**src/rtl/alu_seq_pkg.sv**
```systemverilog
// Shared encodings for the multicycle RV32I control sequencer: ALU operation
// codes, sequencer states, major opcodes and datapath select values.
package alu_seq_pkg;

   localparam logic [4:0] ALU_ADD   = 5'd0;
   localparam logic [4:0] ALU_SUB   = 5'd1;
   localparam logic [4:0] ALU_SLL   = 5'd2;
   localparam logic [4:0] ALU_SLT   = 5'd3;
   localparam logic [4:0] ALU_SLTU  = 5'd4;
   localparam logic [4:0] ALU_XOR   = 5'd5;
   localparam logic [4:0] ALU_SRL   = 5'd6;
   localparam logic [4:0] ALU_SRA   = 5'd7;
   localparam logic [4:0] ALU_OR    = 5'd8;
   localparam logic [4:0] ALU_AND   = 5'd9;
   localparam logic [4:0] ALU_PASSB = 5'd10;

   typedef enum logic [2:0] {
      S_FETCH,
      S_DECODE,
      S_EXECUTE,
      S_MEMORY,
      S_WRITEBACK,
      S_TRAP
   } state_t;

   localparam logic [6:0] OPC_OP     = 7'h33;
   localparam logic [6:0] OPC_OP_IMM = 7'h13;
   localparam logic [6:0] OPC_LUI    = 7'h37;
   localparam logic [6:0] OPC_AUIPC  = 7'h17;
   localparam logic [6:0] OPC_LOAD   = 7'h03;
   localparam logic [6:0] OPC_STORE  = 7'h23;
   localparam logic [6:0] OPC_BRANCH = 7'h63;
   localparam logic [6:0] OPC_JAL    = 7'h6F;
   localparam logic [6:0] OPC_JALR   = 7'h67;

   localparam logic [1:0] SRC_A_PC    = 2'd0;
   localparam logic [1:0] SRC_A_RS1   = 2'd1;
   localparam logic [1:0] SRC_A_OLDPC = 2'd2;
   localparam logic [1:0] SRC_A_ZERO  = 2'd3;

   localparam logic [1:0] SRC_B_RS2  = 2'd0;
   localparam logic [1:0] SRC_B_IMM  = 2'd1;
   localparam logic [1:0] SRC_B_FOUR = 2'd2;

   localparam logic       ADDR_PC     = 1'b0;
   localparam logic       ADDR_ALUOUT = 1'b1;

   localparam logic [1:0] WB_ALU = 2'd0;
   localparam logic [1:0] WB_MEM = 2'd1;
   localparam logic [1:0] WB_PC4 = 2'd2;

endpackage

```
**src/rtl/alu_op_decode.sv**
```systemverilog
// Combinational instruction decoder: maps opcode, funct3 and funct7[5] onto
// the ALU operation used in EXECUTE, and flags encodings the sequencer does
// not implement.
module alu_op_decode
   import alu_seq_pkg::*;
(
   input  logic [6:0] opcode,
   input  logic [2:0] funct3,
   input  logic       funct7_5,
   output logic [4:0] alu_op,
   output logic       illegal
);

   // Select the ALU operation per instruction class and spot unknown encodings
   always_comb begin
      alu_op  = ALU_ADD;
      illegal = 1'b0;
      case (opcode)
         OPC_OP, OPC_OP_IMM: begin
            case (funct3)
               3'd0:    alu_op = (funct7_5 && opcode == OPC_OP) ? ALU_SUB : ALU_ADD;
               3'd1:    alu_op = ALU_SLL;
               3'd2:    alu_op = ALU_SLT;
               3'd3:    alu_op = ALU_SLTU;
               3'd4:    alu_op = ALU_XOR;
               3'd5:    alu_op = funct7_5 ? ALU_SRA : ALU_SRL;
               3'd6:    alu_op = ALU_OR;
               default: alu_op = ALU_AND;
            endcase
            // funct7[5] is meaningful only for SUB/SRA/SRAI; on OP-IMM the
            // other funct3 values carry immediate bits there, except SLLI
            if (funct3 == 3'd1 && funct7_5)
               illegal = 1'b1;
            if (opcode == OPC_OP && funct7_5 && funct3 != 3'd0 && funct3 != 3'd5)
               illegal = 1'b1;
         end
         OPC_LUI:   alu_op = ALU_PASSB;
         OPC_AUIPC: alu_op = ALU_ADD;
         OPC_LOAD:  illegal = (funct3 == 3'd3) || (funct3 == 3'd6) || (funct3 == 3'd7);
         OPC_STORE: illegal = (funct3 > 3'd2);
         OPC_JAL:   alu_op = ALU_ADD;
         OPC_JALR:  illegal = (funct3 != 3'd0);
         OPC_BRANCH: begin
            case (funct3)
               3'd0, 3'd1: alu_op = ALU_SUB;
               3'd4, 3'd5: alu_op = ALU_SLT;
               3'd6, 3'd7: alu_op = ALU_SLTU;
               default:    illegal = 1'b1;
            endcase
         end
         default:   illegal = 1'b1;
      endcase
   end

endmodule

```
**src/rtl/alu_seq_ctrl.sv**
```systemverilog
// Multicycle RV32I control sequencer: FETCH/DECODE/EXECUTE/MEMORY/WRITEBACK.
// All outputs are decoded from the state and the latched instruction; none is
// registered. While rst_n is low every output is forced to zero.
// Build option ALU_SEQ_TRAP_EN: unknown encodings and fetch timeouts
// (FETCH_TIMEOUT cycles, 0 = never) enter a sticky TRAP state. Without it,
// unknown encodings retire as a NOP and trap is tied low.
module alu_seq_ctrl
   import alu_seq_pkg::*;
#(
   parameter int FETCH_TIMEOUT = 0
) (
   input  logic        clk,
   input  logic        rst_n,
   input  logic [31:0] instr,
   input  logic        alu_zero,
   input  logic        alu_lsb,
   input  logic        mem_ready,
   output logic [4:0]  alu_op,
   output logic [1:0]  src_a_sel,
   output logic [1:0]  src_b_sel,
   output logic        mem_req,
   output logic        mem_we,
   output logic        addr_sel,
   output logic        ir_we,
   output logic        pc_we,
   output logic        rf_we,
   output logic [1:0]  wb_sel,
   output logic        trap
);

   state_t     state;
   state_t     state_nxt;
   logic [6:0] opcode;
   logic [2:0] funct3;
   logic       rd_nz;
   logic [4:0] dec_op;
   logic       dec_illegal;
   logic       br_taken;
   logic       timeout;
   logic       unused_instr;

   assign opcode       = instr[6:0];
   assign funct3       = instr[14:12];
   assign rd_nz        = (instr[11:7] != 5'd0);
   assign unused_instr = ^{instr[31], instr[29:15]};

   alu_op_decode u_decode (
      .opcode   (opcode),
      .funct3   (funct3),
      .funct7_5 (instr[30]),
      .alu_op   (dec_op),
      .illegal  (dec_illegal)
   );

   // Equality branches test alu_zero (SUB); ordered branches test the SLT/SLTU
   // result bit. funct3[0] inverts the sense (BNE/BGE/BGEU).
   assign br_taken = (funct3[2] ? alu_lsb : alu_zero) ^ funct3[0];

`ifdef ALU_SEQ_TRAP_EN
   localparam state_t BAD_NXT = S_TRAP;
   localparam int     CNT_W   = (FETCH_TIMEOUT > 1) ? $clog2(FETCH_TIMEOUT) : 1;

   logic [CNT_W-1:0] wait_cnt;

   // Count consecutive FETCH cycles that memory has left unanswered
   always_ff @(posedge clk or negedge rst_n) begin
      if (!rst_n)
         wait_cnt <= '0;
      else if (state == S_FETCH && !mem_ready)
         wait_cnt <= wait_cnt + 1'b1;
      else
         wait_cnt <= '0;
   end

   assign timeout = (FETCH_TIMEOUT != 0) && (wait_cnt == CNT_W'(FETCH_TIMEOUT - 1));
   assign trap    = (state == S_TRAP);
`else
   localparam state_t BAD_NXT = S_FETCH;

   logic unused_cfg;

   assign unused_cfg = (FETCH_TIMEOUT != 0);
   assign timeout    = 1'b0;
   assign trap       = 1'b0;
`endif

   // State register; reset abandons any instruction in flight
   always_ff @(posedge clk or negedge rst_n) begin
      if (!rst_n)
         state <= S_FETCH;
      else
         state <= state_nxt;
   end

   // Next-state selection and state/instruction-decoded datapath controls
   always_comb begin
      state_nxt = state;
      alu_op    = ALU_ADD;
      src_a_sel = SRC_A_PC;
      src_b_sel = SRC_B_RS2;
      mem_req   = 1'b0;
      mem_we    = 1'b0;
      addr_sel  = ADDR_PC;
      ir_we     = 1'b0;
      pc_we     = 1'b0;
      rf_we     = 1'b0;
      wb_sel    = WB_ALU;
      if (rst_n) begin
         case (state)
            S_FETCH: begin
               mem_req   = 1'b1;
               src_b_sel = SRC_B_FOUR;
               if (mem_ready) begin
                  ir_we     = 1'b1;
                  pc_we     = 1'b1;
                  state_nxt = S_DECODE;
               end else if (timeout) begin
                  state_nxt = S_TRAP;
               end
            end
            S_DECODE: begin
               src_a_sel = SRC_A_OLDPC;
               src_b_sel = SRC_B_IMM;
               state_nxt = dec_illegal ? BAD_NXT : S_EXECUTE;
            end
            S_EXECUTE: begin
               alu_op    = dec_op;
               state_nxt = S_FETCH;
               case (opcode)
                  OPC_OP: begin
                     src_a_sel = SRC_A_RS1;
                     state_nxt = S_WRITEBACK;
                  end
                  OPC_OP_IMM: begin
                     src_a_sel = SRC_A_RS1;
                     src_b_sel = SRC_B_IMM;
                     state_nxt = S_WRITEBACK;
                  end
                  OPC_LUI: begin
                     src_a_sel = SRC_A_ZERO;
                     src_b_sel = SRC_B_IMM;
                     state_nxt = S_WRITEBACK;
                  end
                  OPC_AUIPC: begin
                     src_a_sel = SRC_A_OLDPC;
                     src_b_sel = SRC_B_IMM;
                     state_nxt = S_WRITEBACK;
                  end
                  OPC_LOAD, OPC_STORE: begin
                     src_a_sel = SRC_A_RS1;
                     src_b_sel = SRC_B_IMM;
                     state_nxt = S_MEMORY;
                  end
                  OPC_BRANCH: begin
                     src_a_sel = SRC_A_RS1;
                     pc_we     = br_taken;
                  end
                  OPC_JAL: begin
                     src_a_sel = SRC_A_OLDPC;
                     src_b_sel = SRC_B_IMM;
                     pc_we     = 1'b1;
                     rf_we     = rd_nz;
                     wb_sel    = WB_PC4;
                  end
                  OPC_JALR: begin
                     src_a_sel = SRC_A_RS1;
                     src_b_sel = SRC_B_IMM;
                     pc_we     = 1'b1;
                     rf_we     = rd_nz;
                     wb_sel    = WB_PC4;
                  end
                  default: state_nxt = S_FETCH;
               endcase
            end
            S_MEMORY: begin
               mem_req  = 1'b1;
               addr_sel = ADDR_ALUOUT;
               mem_we   = (opcode == OPC_STORE);
               if (mem_ready)
                  state_nxt = (opcode == OPC_STORE) ? S_FETCH : S_WRITEBACK;
            end
            S_WRITEBACK: begin
               rf_we     = rd_nz;
               wb_sel    = (opcode == OPC_LOAD) ? WB_MEM : WB_ALU;
               state_nxt = S_FETCH;
            end
            default: state_nxt = S_TRAP;
         endcase
      end
   end

endmodule

```
**config.mk**
```make
export PLATFORM = sky130hd
export DESIGN_NAME = alu_seq_ctrl
export DESIGN_NICKNAME = d
export VERILOG_FILES = /design/src/rtl/alu_seq_pkg.sv /design/src/rtl/alu_op_decode.sv /design/src/rtl/alu_seq_ctrl.sv
export SDC_FILE = /design/constraint.sdc
export NUM_CORES = 1
export LEC_CHECK = 0
export BUFFER_PORTS_ARGS = -buffer_cell sky130_fd_sc_hd__buf_2
export CAP_MARGIN = 0
export CORE_MARGIN = 3
export CORE_UTILIZATION = 41
export DETAILED_ROUTE_END_ITERATION = 12
export PLACE_DENSITY_LB_ADDON = 0.15
export SKIP_CTS_REPAIR_TIMING = 1
export SLEW_MARGIN = 5
export SYNTH_ARGS = -nofsm -noshare
export SYNTH_HDL_FRONTEND = slang
export SYNTH_SLANG_ARGS = --single-unit
```
**constraint.sdc**
```tcl
create_clock -name clk -period 1.7 [get_ports clk]
set_clock_uncertainty 0.15 [all_clocks]
set_input_delay 0 -clock clk [delete_from_list [all_inputs] [get_ports clk]]
set_output_delay 0 -clock clk [all_outputs]
set_load 0.005 [all_outputs]
```
==> out/qor.yml, run 1 <==
outcome: "finished with violations"
failed_checks: "negative hold slack"
fp.coreArea_um2: 1780
port_buffers: 36
min_path_type: "in -> async"
cp.required_ns: 1.55
remaining_drc_errors: 0
antenna_left: 0
worstSetupPathType: "reg -> out"
dr_wl_met2_mm: 1.02
antenna_found_initial: 0
clkTransAtPathRegs_ns: 0.04
wirelength_mm: 2.27
ys_types: 41
synth-simple-area-share_pct: 45.4
synth_top_family_by_area: "simple AND/OR/NAND/NOR gates"
synthTopCellsByCount: "nand2_1 (13), nor2_1 (13), o21ai_0 (12)"
fp.dieH_um: 50.0
synth-compound-area-share_pct: 27.6
io-pin-count: 55
rr_startpoint: "state[2]"
rrSetupSlack_ns: 0.24
clockRootBuffer: "clkbuf_4"
yosys_register_bits: 3
largest_reg_flops: 3
synth_top_area_share_pct: 9.45
cellPowerDensity_nw_per_um2: 392
area_growth_pct: 30.1
fmax_mhz: 607
synth_fa_ha_area_share_pct: 0
routed_via_density: 5.65
path_cells: "buf_12 > or4b_1 > a21oi_1 > buf_2"
cts.sinks: 3
firstDrtPassIters: 4
worstSkewPairLatency_ns: 0.24
synth-main-ff-cell: "dfrtp_1"
critical_path.top_delay_family: "simple AND/OR/NAND/NOR gates"
synth_xor_area_share_pct: 1.10
wl_met3_um: 180
slowest_delay_ns: 0.45
grt_usage_pct: 18.5
n_antenna_cell: 0
die_w_um: 50.0
syn_area_um2: 795
synth_edf_count: 0
fillers: 193
synth_area_per_cell_um2: 6.41
crit_fanout: 7
post-route-period-util_pct: 97.0
crit_arrival_ns: 1.50
crit_buf_inv: 2
cp-start-kind: "flip-flop"
finalCriticalPeriod_ns: 1.65
top_register: "state"
slew_violations: 0
leakagePower_nw: 0.464
cts_tree: "built"
num_vias: 1045
cts_buffer_depth: 2
htreeDepth: 1
grt_pass1_vias: 867
syn_inst: 124
gp_congestion: 0.827
wl_met1_mm: 1.07
drv_cap: 0
die_area_um2: 2500
synth.largest_area_cell: "dfrtp_1"
synthArstFlopShare_pct: 100
setup_slack_ns: 0.0513
seq_area_frac_synth_pct: 9.45
top_layer: "met4"
crit_cells: 4
rows: 15
wl_per_cell_um: 12.3
ys_warn_count: 0
drive_gt1_share_pct: 34.4
initial_utilization_pct: 44.6
tns_ns: 0
drt-initial-drc-count: 19
finalHoldViolCount: 4
reg2reg_to: "state[1]"
holdWs_ns: -0.562
final_nets: 198
final-setup-viol-count: 0
rsz0062_at_grt: "yes"
crit_slowest_cell: "or4b_1"
crit_start: "state[0]"
reg_top3: "state x3"
dp_hpwl_mm: 1.75
grt_max_degree: 13
r2r_cells: 3
pre_cts_slack_ns: 0.172
peakVddDrop_mv: 0.264
power_w: 0.000405
synth_area_leaders: "dfrtp_1 (9.4%), o21ai_0 (7.6%), nor3_1 (6.3%)"
grt_overflow: 0
cts-buffers-inserted: 3
grt_pass1_wl_mm: 3.71
cp-end-kind: "output pin"
synth_mux_area_share_pct: 4.09
[cells in the final DEF, fill, tap and decap left out, types with 4 or more instances in the layout]
cell      instances
nor3_1            8
nand2_1          13
nor2_1           13
buf_4             5
buf_2            36
o21ai_0          11
nand3b_1          4
nand2b_1          6
a21oi_1           9
[power by group]
group	internal, W	switching [W]	leakage (nW)	total (W)
registers	0.0000772	0.00000684	0.0369	0.0000841
clock network	0.0000881	0.0000393	0.0150	0.000127
logic	0.0000921	0.000101	0.413	0.000193
[through the flow]
| stage | hold WS [ns] | util [%] | area (um2) | instances |
|---|---|---|---|---|
| after floorplan | -0.446 | - | 798 | 125 |
| after global placement | -0.314 | 53.8 | 960 | 180 |
| after detailed placement | -0.314 | 53.8 | 960 | 180 |
| after CTS | -0.573 | 55.3 | 986 | 184 |
| after global routing | -0.555 | 58.0 | 1030 | 185 |
| final | -0.562 | 58.0 | 1030 | 185 |
[cells by family (layout without fill, tap and decap cells)]
kind of cell	after synthesis	after routing
compound gates	36	36
flops	3	3
other cells	1	2
xor+xnor	1	1
buf+inv	13	48
mux	3	3
simple gates	67	67
[worst max path at each step]
| stage | end | slack, ns |
|---|---|---|
| 2_1_floorplan | state[1] | 0.23 |
| 3_3_place_gp | src_b_sel[0] | 0.17 |
| 3_5_place_dp | src_b_sel[0] | 0.17 |
| 4_1_cts | alu_op[1] | -0.07 |
| 5_1_grt | src_b_sel[0] | -0.01 |
| 6_report | src_b_sel[0] | 0.05 |
[cell type report]
type	instances	area (um2)	share of cell area, %
Clock buffer	4	26.3	2.54
Sequential cell	3	77.6	7.51
Inverter	2	7.51	0.726
Multi-Input combinational cell	109	653	63.2
Timing Repair Buffer	42	238	23.0
Tap cell	25	31.3	3.03
[routing by layer]
metal / global-route usage (%) / up-vias
li1: - / 525
met1: 24.8 / 470
met2: 27.6 / 48
met3: 3.93 / 2
met4: 8.76 / 0
met5: 0 / -
(Power assumes the default switching activity.)
==> run 2, diff against run 1 <==
--- a/config.mk
+++ b/config.mk
@@ -5,11 +5,11 @@
 export SDC_FILE = /design/constraint.sdc
 export NUM_CORES = 1
 export LEC_CHECK = 0
-export BUFFER_PORTS_ARGS = -buffer_cell sky130_fd_sc_hd__buf_2
 export CAP_MARGIN = 0
-export CORE_MARGIN = 3
-export CORE_UTILIZATION = 41
+export CORE_AREA = 3 3 40 42
 export DETAILED_ROUTE_END_ITERATION = 12
+export DIE_AREA = 0 0 43 45
+export DONT_BUFFER_PORTS = 1
 export PLACE_DENSITY_LB_ADDON = 0.15
 export SKIP_CTS_REPAIR_TIMING = 1
 export SLEW_MARGIN = 5
==> run 2 against run 1 <==
Compared with the run above: the run still ends with negative hold slack left; register-to-register slack got worse by 0.06 ns; setup slack improved by 0.060 ns; sequential power increased by 3.2%; combinational power decreased by 37%; power decreased by 20%; via count decreased by 10%; critical path depth increased by 1; critical path type unchanged.
==> out/qor.yml, run 2 (synthesis gave the netlist of run 1 again) <==
fillers: 125
cts-buffers-inserted: 3
utilization_pct: 65.8
dp_hpwl_mm: 1.58
post-route-period-util_pct: 93.4
regArea_um2: 77.6
leakagePower_nw: 0.297
drt-initial-drc-count: 38
crit_buf_inv: 0
tns_ns: 0
setup_slack_ns: 0.112
antenna_left: 0
path_cells: "nand2b_4 > nand2b_1 > nor3_2 > nand2_1 > a21oi_1"
grt_max_degree: 15
fp.dieH_um: 45
largest_reg_flops: 3
grt_usage_pct: 20.6
die_w_um: 43
pre_cts_slack_ns: 0.176
finalHoldViolCount: 3
cts_tree: "built"
num_vias: 938
remaining_drc_errors: 0
cts.sinks: 3
mostFrequentLayoutCells: "nand2_1 (13), nor2_1 (13), o21ai_0 (12)"
area_growth_pct: 6.46
power_w: 0.000325
grt_pass1_vias: 772
cp.required_ns: 1.55
final_nets: 164
routed_via_density: 6.65
wirelength_mm: 2.14
failed_checks: "negative hold slack"
n_antenna_cell: 0
rsz0062_at_grt: "no"
wl_per_cell_um: 15.2
io-pin-count: 55
drive_gt1_share_pct: 11.9
htreeDepth: 1
finalCriticalPeriod_ns: 1.59
placed_area_um2: 752
multi_input_area_um2: 643
critical_path.top_delay_family: "simple AND/OR/NAND/NOR gates"
worstSetupPathType: "reg -> out"
grt_overflow: 0
fmax_mhz: 630
crit_slowest_cell: "dfrtp_2"
top_register: "state"
reg_top3: "state x3"
final-setup-viol-count: 0
rows: 13
port_buffers: 0
fp.coreArea_um2: 1280
worstSkewPairLatency_ns: 0.22
firstDrtPassIters: 4
antenna_found_initial: 0
final_cell_area_um2: 846
clkTransAtPathRegs_ns: 0.03
gp_congestion: 0.848
crit_fanout: 9
die_area_um2: 1940
grt_pass1_wl_mm: 3.20
outcome: "finished with violations"
slew_violations: 0
cts_buffer_depth: 2
cellPowerDensity_nw_per_um2: 384
cp-start-kind: "flip-flop"
crit_arrival_ns: 1.44
clockRootBuffer: "clkbuf_4"
min_path_type: "in -> out"
drv_cap: 0
slowest_delay_ns: 0.44
holdWs_ns: -0.0171
peakVddDrop_mv: 0.440
initial_utilization_pct: 61.8
cp-end-kind: "output pin"
==> run 2: cell types whose count changed in the layout (fill, tap and decap cells not counted), sizes merged <==
cell         previous run  this run
buf                    42         3
dlygate4sd3             0         5
==> run 2: stage by stage <==
step                      instances  hold WS (ns)
after CTS                       136        -0.680
after floorplan                 125        -0.446
after global placement          132        -0.445
after global routing            141       0.00831
after detailed placement        132        -0.445
final                           141       -0.0171
==> run 2: layer usage <==
metal	global-route usage [%]	up-vias	wire, um
met3	4.78	0	232
met4	4.82	0	0
li1	-	457	-
met1	28.9	431	906
met2	32.3	50	999
met5	0	-	0
==> run 2: worst paths after layout <==
kind,from,endpoint,slack (ns),cells after the start
max reg2reg,state[2],state[1],0.18,3
min,instr[5],wb_sel[0],-0.02,2
min reg2reg,state[2],state[2],0.51,2
min in group asynchronous,rst_n,state[0],0.64,2
max in group asynchronous,rst_n,state[1],0.58,2
max,state[0],alu_op[1],0.11,5
==> run 2: layout make-up <==
type	instances	share of cell area, %
multi-input cells	109	76.0
flip-flops and latches	3	9.17
repair buffers	8	8.58
clock buffers	4	3.11
well taps	15	2.22
inverters	2	0.888
==> run 2: power by group <==
part / internal [W] / switching [W] / leakage [nW]
registers: 0.0000773 / 0.00000941 / 0.0369
clock network: 0.0000874 / 0.0000291 / 0.0150
logic: 0.0000602 / 0.0000612 / 0.245
==> run 2: worst reg2reg max path, delay by kind of cell, from the launching register on <==
| kind | cells | cell delay [ns] |
|---|---|---|
| flops | 1 | 0.43 |
| compound gates | 1 | 0.16 |
| simple gates | 2 | 0.71 |
==> run 3, diff against run 2 <==
--- a/config.mk
+++ b/config.mk
@@ -5,6 +5,7 @@
 export SDC_FILE = /design/constraint.sdc
 export NUM_CORES = 1
 export LEC_CHECK = 0
+export ABC_AREA = 1
 export CAP_MARGIN = 0
 export CORE_AREA = 3 3 40 42
 export DETAILED_ROUTE_END_ITERATION = 12
==> run 3 against run 2 <==
Compared with the run above: sequential share of layout area shrank 0.67 points; synthesized cell count grew 19%; maximum frequency shrank 2.0%; global-route usage shrank 1.2 points; sequential cell count is the same; critical path depth is the same; the run still ends with negative hold slack left; non-clock buffer count shrank 3; critical path type unchanged; combinational power grew to 3.0 times the previous value.
==> out/qor.yml, run 3 <==
yosys.cell_count.top_type: "nand2_1"
rows: 13
grt_max_degree: 12
synth_area_per_cell_um2: 5.29
cp-end-kind: "output pin"
wirelength_mm: 1.91
r2r_cells: 7
cts_tree: "built"
port_buffers: 0
final_common_cell: "nand2_1"
syn_area_um2: 783
reg_top3: "state x3"
dp_hpwl_mm: 1.56
antenna_found_initial: 0
final_cell_area_um2: 883
largest_reg_flops: 3
fp.coreArea_um2: 1280
grt_overflow: 0
peakVddDrop_mv: 0.764
num_vias: 925
remaining_drc_errors: 0
die_area_um2: 1940
cts-buffers-inserted: 3
fmax_mhz: 617
drv_cap: 0
yosys_register_bits: 3
drt-initial-drc-count: 29
final_nets: 193
antenna_left: 0
syn_inst: 148
power_w: 0.000599
internal_power_w: 0.000299
synth_top_area_share_pct: 17.3
cp-start-kind: "flip-flop"
n_antenna_cell: 0
synthTopCellsByCount: "nand2_1 (36), inv_1 (20), nor2_1 (18)"
outcome: "finished with violations"
cellPowerDensity_nw_per_um2: 678
htreeDepth: 1
synth.largest_area_cell: "nand2_1"
gp_congestion: 0.934
mostFrequentLayoutCells: "nand2_1 (36), inv_1 (19), nor2_1 (18)"
cts.sinks: 3
clock_power_share_pct: 19.8
slew_violations: 0
firstDrtPassIters: 4
combPwrFrac_pct: 59.6
cp.required_ns: 1.55
initial_utilization_pct: 61.0
min_path_cells: 2
synthArstFlopShare_pct: 100
crit_arrival_ns: 1.47
wl_per_cell_um: 11.2
grt_pass1_vias: 720
ys_types: 28
seq_area_frac_synth_pct: 9.58
io-pin-count: 55
p_sw_w: 0.000299
sequentialPowerShare_pct: 20.7
sw_frac_of_total_pct: 50.0
post-route-period-util_pct: 95.4
crit_fanout: 6
grt_usage_pct: 19.4
worstSetupPathType: "reg -> out"
holdWs_ns: -0.0129
min_path_type: "in -> out"
cts_buffer_depth: 2
crit_slowest_cell: "dfrtp_1"
path_cells: "inv_2 > nand3_4 > inv_2 > nand4_1 > a211oi_2"
slowest_delay_ns: 0.40
failed_checks: "negative hold slack"
placed_area_um2: 786
final-setup-viol-count: 0
synth_edf_count: 0
area_growth_pct: 12.8
grt_pass1_wl_mm: 3.02
clockRootBuffer: "clkbuf_4"
routed_via_density: 5.44
clkTransAtPathRegs_ns: 0.03
synth-main-ff-cell: "dfrtp_1"
tns_ns: 0
ys_warn_count: 0
finalCriticalPeriod_ns: 1.62
drive_gt1_share_pct: 19.4
top_register: "state"
worstSkewPairLatency_ns: 0.22
cpMostUsedCell: "inv_2"
die_w_um: 43
synth_area_leaders: "nand2_1 (17%), nand3_1 (11%), dfrtp_1 (9.6%)"
finalHoldViolCount: 1
fp.dieH_um: 45
leakagePower_nw: 0.447
[run 3: metal layers]
metal / up-vias / global-route usage, % / part of all wire (%) / wire length, um
met5: - / 0 / 0 / 0
met4: 0 / 1.81 / 0 / 0
met3: 0 / 1.99 / 8.5 / 162
met2: 42 / 31.7 / 44 / 843
met1: 397 / 28.7 / 47 / 902
li1: 486 / - / - / -
[run 3: per-stage QoR]
stage               instances  hold WS, ns  util (%)  setup WS [ns]
detailed placement        161       -0.445      61.1          0.295
floorplan                 149       -0.446         -          0.411
CTS                       165       -0.686      63.2         0.0561
finish                    170      -0.0129      68.7         0.0789
global route              170       0.0103      68.7       -0.00639
global placement          161       -0.445      61.1          0.298
[run 3: final timing paths]
kind	endpoint	start	slack, ns
setup reg to reg	state[0]	state[1]	0.24
max in group asynchronous	state[1]	rst_n	0.77
setup / recovery	rf_we	state[2]	0.08
hold reg to reg	state[0]	state[0]	0.48
hold / removal	ir_we	mem_ready	-0.01
min in group asynchronous	state[0]	rst_n	0.45
[run 3: layout make-up]
type | instances | area, um2
fillers | 125 | 402
flip-flops and latches | 3 | 75.1
inverters | 25 | 93.8
clock buffers | 4 | 26.3
well taps | 15 | 18.8
multi-input cells | 118 | 622
repair buffers | 5 | 47.5
[run 3: critical path: cells and delay by family, from the launching register on]
family                 cells  cell delay, ns
buffers and inverters      2            0.23
AND/OR/NAND/NOR            2            0.31
flip-flops                 1            0.40
AO/OA/AOI/OAI              1            0.31
[run 3: cells by family (layout without fill, tap and decap cells)]
kind of cell,count (synthesis),count (layout),synth area share (%)
simple gates,97,97,59.9
buf+inv,28,34,14.5
compound gates,18,18,14.4
flops,3,3,9.58
other cells,1,2,0.479
xor+xnor,1,1,1.12
[run 3: power by group through the flow]
stage	registers, W	clock network [W]	logic, W
final	0.000124	0.000118	0.000357
after global routing	0.000126	0.000128	0.000400
after CTS	0.000119	0.000123	0.000327
after detailed placement	0.000120	0	0.000326
after global placement	0.000120	0	0.000319
after floorplan	0.000116	0	0.000279
